[config.mk]
export PLATFORM = sky130hd
export DESIGN_NAME = vga_capture
export DESIGN_NICKNAME = d
export VERILOG_FILES = /design/src/rtl/vga_capture.sv
export SDC_FILE = /design/constraint.sdc
export NUM_CORES = 1
export LEC_CHECK = 0
export ABC_AREA = 1
export CORE_AREA = 2 2 80 82
export CTS_CLUSTER_DIAMETER = 50
export DETAILED_ROUTE_END_ITERATION = 10
export DIE_AREA = 0 0 82 84
export HOLD_SLACK_MARGIN = 0.08
export PLACE_DENSITY = 0.82
export SLEW_MARGIN = 20
export SYNTH_ARGS = -nofsm -noshare
export SYNTH_HDL_FRONTEND = slang
export SYNTH_SLANG_ARGS = --single-unit
[constraint.sdc]
create_clock -name i_clk -period 3.9 [get_ports i_clk]
set_clock_uncertainty 0.05 [all_clocks]
set_input_delay 0.78 -clock i_clk [delete_from_list [all_inputs] [get_ports i_clk]]
set_output_delay 0.78 -clock i_clk [all_outputs]
set_load 0.02 [all_outputs]
[src/rtl/vga_capture.sv]
// vga_capture: locks onto VGA sync timing and emits a down-sampled
// pixel stream as single-entry valid/ready write requests.
module vga_capture #(
    parameter int H_TOTAL     = 800,
    parameter int H_ACT_START = 144,
    parameter int V_TOTAL     = 521,
    parameter int V_ACT_START = 31,
    parameter int SCALE_SHIFT = 2
) (
    input  logic        i_clk,
    input  logic        i_reset_n,
    input  logic        i_hSync,
    input  logic        i_vSync,
    input  logic [11:0] i_color,
    input  logic        i_wrReady,
    input  logic        i_clrStatus,
    output logic        o_wrValid,
    output logic [31:0] o_pxlAddr,
    output logic [31:0] o_pxlData,
    output logic        o_locked,
    output logic        o_frameDone,
    output logic        o_syncErr,
    output logic        o_overrun
);

    localparam logic [9:0]  CNT_MAX = 10'd1023;
    localparam logic [9:0]  H_LAST  = 10'(H_TOTAL - 1);
    localparam logic [9:0]  V_LAST  = 10'(V_TOTAL - 1);
    localparam logic [9:0]  H_START = 10'(H_ACT_START);
    localparam logic [9:0]  V_START = 10'(V_ACT_START);
    localparam logic [10:0] H_LO    = 11'(H_ACT_START);
    localparam logic [10:0] H_HI    = 11'(H_ACT_START + 640);
    localparam logic [10:0] V_LO    = 11'(V_ACT_START);
    localparam logic [10:0] V_HI    = 11'(V_ACT_START + 480);
    localparam logic [9:0]  V_PRE   = 10'(V_ACT_START + 479);
    localparam logic [9:0]  ALIGN   = 10'((1 << SCALE_SHIFT) - 1);

    typedef enum logic {
        SEARCH,
        LOCKED
    } stateT;

    stateT state;
    stateT stateNext;

    logic       hSyncQ;
    logic       hSyncPrev;
    logic       vSyncQ;
    logic       vSyncPrev;
    logic       hFall;
    logic       vFall;
    logic [9:0] hCount;
    logic [9:0] vCount;
    logic [9:0] hOff;
    logic [9:0] vOff;
    logic       hActive;
    logic       vActive;
    logic       samplePt;
    logic       xfer;
    logic       drop;
    logic       syncErrNext;

    assign hFall = hSyncPrev & ~hSyncQ;
    assign vFall = vSyncPrev & ~vSyncQ;

    always_ff @(posedge i_clk) begin
        if (!i_reset_n) begin
            hSyncQ    <= 1'b1;
            hSyncPrev <= 1'b1;
            vSyncQ    <= 1'b1;
            vSyncPrev <= 1'b1;
            hCount    <= '0;
            vCount    <= '0;
        end else begin
            hSyncQ    <= i_hSync;
            hSyncPrev <= hSyncQ;
            vSyncQ    <= i_vSync;
            vSyncPrev <= vSyncQ;
            if (hFall) begin
                hCount <= '0;
            end else if (hCount != CNT_MAX) begin
                hCount <= hCount + 10'd1;
            end
            // a frame start outranks the line increment
            if (vFall) begin
                vCount <= '0;
            end else if (hFall && vCount != CNT_MAX) begin
                vCount <= vCount + 10'd1;
            end
        end
    end

    always_ff @(posedge i_clk) begin
        if (!i_reset_n) begin
            state <= SEARCH;
        end else begin
            state <= stateNext;
        end
    end

    always_comb begin
        stateNext   = state;
        syncErrNext = 1'b0;
        unique case (state)
            SEARCH: begin
                if (vFall) begin
                    stateNext = LOCKED;
                end
            end
            LOCKED: begin
                if ((hFall && hCount != H_LAST) ||
                    (hCount == CNT_MAX) ||
                    (vFall && vCount != V_LAST)) begin
                    stateNext   = SEARCH;
                    syncErrNext = 1'b1;
                end
            end
            default: stateNext = SEARCH;
        endcase
    end

    assign o_locked = (state == LOCKED);

    assign hOff    = hCount - H_START;
    assign vOff    = vCount - V_START;
    assign hActive = ({1'b0, hCount} >= H_LO) && ({1'b0, hCount} < H_HI);
    assign vActive = ({1'b0, vCount} >= V_LO) && ({1'b0, vCount} < V_HI);

    assign samplePt = (state == LOCKED) && hActive && vActive &&
                      ((hOff & ALIGN) == '0) && ((vOff & ALIGN) == '0);

    assign xfer = o_wrValid & i_wrReady;
    assign drop = samplePt & o_wrValid & ~i_wrReady;

    always_ff @(posedge i_clk) begin
        if (!i_reset_n) begin
            o_wrValid   <= 1'b0;
            o_pxlAddr   <= '0;
            o_pxlData   <= '0;
            o_frameDone <= 1'b0;
            o_syncErr   <= 1'b0;
            o_overrun   <= 1'b0;
        end else begin
            // single holding slot: a new sample may replace it only as it leaves
            if (samplePt && !drop) begin
                o_wrValid <= 1'b1;
                o_pxlAddr <= {16'h0, 8'(vOff >> SCALE_SHIFT),
                              8'(hOff >> SCALE_SHIFT)};
                o_pxlData <= {20'h0, i_color};
            end else if (xfer) begin
                o_wrValid <= 1'b0;
            end
            o_overrun   <= drop | (o_overrun & ~i_clrStatus);
            o_syncErr   <= syncErrNext;
            o_frameDone <= (state == LOCKED) && hFall && !vFall &&
                           (vCount == V_PRE);
        end
    end

endmodule

Word level (Yosys, flattened, before mapping)
Cells that the tools add are included.
{ "classes": {"n_eq_ne": 6, "reduce_logical": 23, "n_lt_le_gt_ge": 4, "muxes": 6, "add_sub_neg": 4, "n_bitwise": 13} }
{ "op_table": {"columns": ["cell", "n"], "rows": [
  ["$ne 10x10->1 const B", 4],
  ["$add 10x1->10 const B", 2],
  ["$logic_not 10->1", 2],
  ["$logic_and 1x1->1", 13],
  ["$eq 10x10->1 const B", 1],
  ["$eq 10x9->1 const B", 1],
  ["$ge 10x5->1 const B", 1],
  ["$ge 10x8->1 const B", 1],
  ["$lt 10x10->1 const B", 1],
  ["$lt 10x9->1 const B", 1],
  ["$sub 10x5->10 const B", 1],
  ["$sub 10x8->10 const B", 1],
  ["$and 1x1->1", 6],
  ["$not 1->1", 6],
  ["$mux 1", 5],
  ["$reduce_or 2->1", 2],
  ["$logic_not 1->1", 2],
  ["$logic_or 1x1->1", 2],
  ["$pmux 1 s2", 1],
  ["$reduce_and 2->1", 1],
  ["$reduce_bool 2->1", 1],
  ["$or 1x1->1", 1]
]} }
{ "totals": {"out_inout_bits": 69, "reg_bits": 57, "elab_cells": 69} }

Longest topological paths before layout
{ "logic_depth": {"depth_word": 11, "depth_mapped": 12, "mapped_depth_nobuf": 10} }

Worst setup path before layout
Ideal clock, no wire load.
{ "synth_path": {"path_type": "reg2reg", "from": "reg vCount[0]", "to": "reg o_pxlAddr[9]", "setup_ns": 0.113, "arrival_ns": 1.497, "n_path_buf": 2, "path_stages_with_launch": 11, "setup_slack_ns": 2.241, "t_required_ns": 3.737, "path_cell_list": "dfxtp_1 -> ha_1 -> nand2_1 -> nor2_1 -> nand2_1 -> nor2_2 -> nand4_2 -> buf_6 -> buf_4 -> nor2_1 -> nor2_1"} }
{ "synth_via": {"elab_chain_len": 9, "elab_cells_between_ends": 12, "cone_classes": "add/sub (1); order compare (2); bitwise (2); reduce/logical (7)"} }
{ "synth_rtl": {"columns": ["item", "line_no", "source"], "rows": [
  ["from (decl)", "53", "logic [9:0] vCount;"],
  ["from (signal assigned)", "88", "vCount <= vCount + 10'd1;"],
  ["branches (longest 9 deep; another with $sub 10x5->10)", null, null],
  ["to (signal assigned)", "147", "o_pxlAddr <= {16'h0, 8'(vOff >> SCALE_SHIFT),"],
  ["to (decl)", "18", "output logic [31:0] o_pxlAddr,"]
]} }
Several ways; the timed one is not identified.
A chain may end at the register's enable or synchronous reset.

Worst setup path after layout
{ "layout_path": {"from": "reg state, in the netlist o_locked", "to": "out o_locked"} }
{ "layout_lines": {"columns": ["item", "line_no", "source"], "rows": [
  ["from (decl)", "43", "stateT state;"],
  ["from (signal assigned)", "97", "state <= stateNext;"],
  ["to (decl)", "20", "output logic o_locked,"]
]} }
No word-level cell between the ends.

==> results.cfg <==
[cells_and_area]
layout_common_cells = nand2_1, nor2_1, inv_1, dfxtp_1, clkdlybuf4s50_1
drive_above_1_share = 0.06548
layout_commonest_cell = nand2_1
antennaDiodeCount = 0
ff_latch_area_um2 = 1141
multiInputGateArea_um2 = 1476
fillCellCount = 551
fin_nets = 525
area_growth_pct = 19.63

[logic_synthesis]
netlist_area_um2 = 3073
ys_ff_latch = 57
synth_cells = 449
ys_types = 29
yosys_warnings = 0
synth-seq-area-share = 0.3713
avgSynthCellArea_um2 = 6.844

[sta]
fin_crit_sh = 0.5739
finalSetupViolCount = 0
rsz0062_at_grt = false
whs_ns = 0.3654
fin_crit_ns = 2.238
final-max-slew-violation-count = 0
setup_ws_ns = 1.662
fmax_mhz = 446.8
tns_ns = 0
timing.final.hold_violations = 0

[critical_path]
cp_cell_sequence = clkdlybuf4s50_1
critPathTopFamily = buffers and inverters
end_kind = output pin
critPathArrivalTime_ns = 1.41
required_ns = 3.07
critical_path_class = register to output pin
slowest_delay_ns = 0.64
cpMaxStageDelayCell = clkdlybuf4s50_1
critPathBufInv = 1
cp-start-kind = register
crit_fanout = 6

[clock_network]
cts_tree = yes
cts_hold_buf = 0
cts-resized-gates = 0
cts_buffers = 9
cts.sinks = 57
clockBufferDepth = 2
cts-root-buf = clkbuf_8
clk_pin_slew_ns = 0.06
clk_latency_ns = 0.35
cts_max_level = 3
cts_setup_buffers = 0

[floorplan]
ios = 87
dieArea_um2 = 6888
die_h_um = 84
rows = 29
coreArea_um2 = 6096
die_w_um = 82
initial_core_util = 0.5041

[routing]
drc = 0
via_per_inst = 4.535
drtIter0Drc = 161
ant_nets = 0
via_count = 2635
wire_per_inst_um = 10.46
drt_wl_total_um = 6077
first_pass_iters = 4

[pwr]
irDropWorstVdd_mv = 0.2068
p_per_area_nw_per_um2 = 347.4
power.static_leakage_uw = 0.001742

[grt]
grtUsageMet1 = 0.2434
antenna_found_initial = 0
grt_max_degree = 48
overflow = 0
grt_use_total = 0.1889
grt.met2_usage = 0.2912
top_usage_layer = met2
grt_pass1_wl_um = 10160
grt_pass1_vias = 2318
gr-usage-met3 = 0.05303

[placed_design]
dpl.hpwl_um = 4461
pre_cts_slack_ns = 1.364
gp_congestion = 0.8873
io_buffers = 50

[flow_run]
max_cap_violations = 0

[hold_path]
holdCritPathClass = register to register

[outcome]
status = complete, no violations
## power breakdown
part	switching, µW	internal [µW]
clock	234	356
combinational	62.4	27.9
sequential	7.10	590
total	304	973
## path summary, 6_finish.rpt
| kind | start | end | slack (ns) | cells past startpoint |
|---|---|---|---|---|
| setup / recovery | o_locked | o_locked | 1.66 | 1 |
| hold / removal | hSyncQ | hSyncPrev | 0.37 | 2 |
| setup reg to reg | vCount[0] | o_pxlData[10] | 1.71 | 11 |
| hold reg to reg | hSyncQ | hSyncPrev | 0.37 | 2 |
## cells by family after synthesis
group / count (synthesis) / synth area share
compound gates: 33 / 0.05497
xor+xnor: 16 / 0.04560
fa+ha+maj: 8 / 0.03257
buf+inv: 111 / 0.1910
flops: 57 / 0.3713
other cells: 1 / 0.001220
simple gates: 223 / 0.3033
## through the flow
step / instances / cell area [µm²] / total power [µW] / utilization
detailed placement: 565 / 3466 / 698.5 / 0.5686
floorplan: 484 / 3204 / 696.6 / -
global placement: 565 / 3466 / 697.5 / 0.5686
CTS: 581 / 3676 / 1285 / 0.6030
finish: 581 / 3676 / 1277 / 0.6030
global route: 581 / 3676 / 1329 / 0.6030
## per-layer routing
metal  share of wire  vias up
met3           0.066       11
met4           0.021        0
li1                -     1389
met1            0.46     1148
met5               0        -
met2            0.45       87
## cells in the mapped netlist, drive strengths merged
| cell | count | area share |
|---|---|---|
| nand4 | 9 | 0.020 |
| inv | 63 | 0.077 |
| nand3 | 15 | 0.026 |
| a21oi | 19 | 0.031 |
| a31oi | 1 | 0.0020 |
| ha | 8 | 0.033 |
| nor2 | 84 | 0.11 |
| nand2 | 105 | 0.13 |
| xor2 | 14 | 0.040 |
| nor4 | 1 | 0.0020 |
| clkbuf | 3 | 0.0037 |
| nor3 | 5 | 0.0098 |
| o21ai | 12 | 0.020 |
| conb | 1 | 0.0012 |
| buf | 45 | 0.11 |
| xnor2 | 2 | 0.0057 |
| a211oi | 1 | 0.0024 |
| dfxtp | 57 | 0.37 |
| nor3b | 1 | 0.0024 |
| or2 | 3 | 0.0061 |
## registers in the layout, summed over array words and instances, names as in the netlist, 10 cells and up
signal     cells
hCount        10
o_pxlAddr     16
o_pxlData     12
vCount        10
## layout make-up
type                            count  share of cell area
Tap cell                           77             0.02621
Clock inverter                      6             0.02246
Multi-Input combinational cell    316              0.4016
Clock buffer                       10             0.03472
Timing Repair Buffer               52              0.1402
Sequential cell                    57              0.3104
Inverter                           63             0.06433
Note: power is estimated with default switching activity, not from simulation.
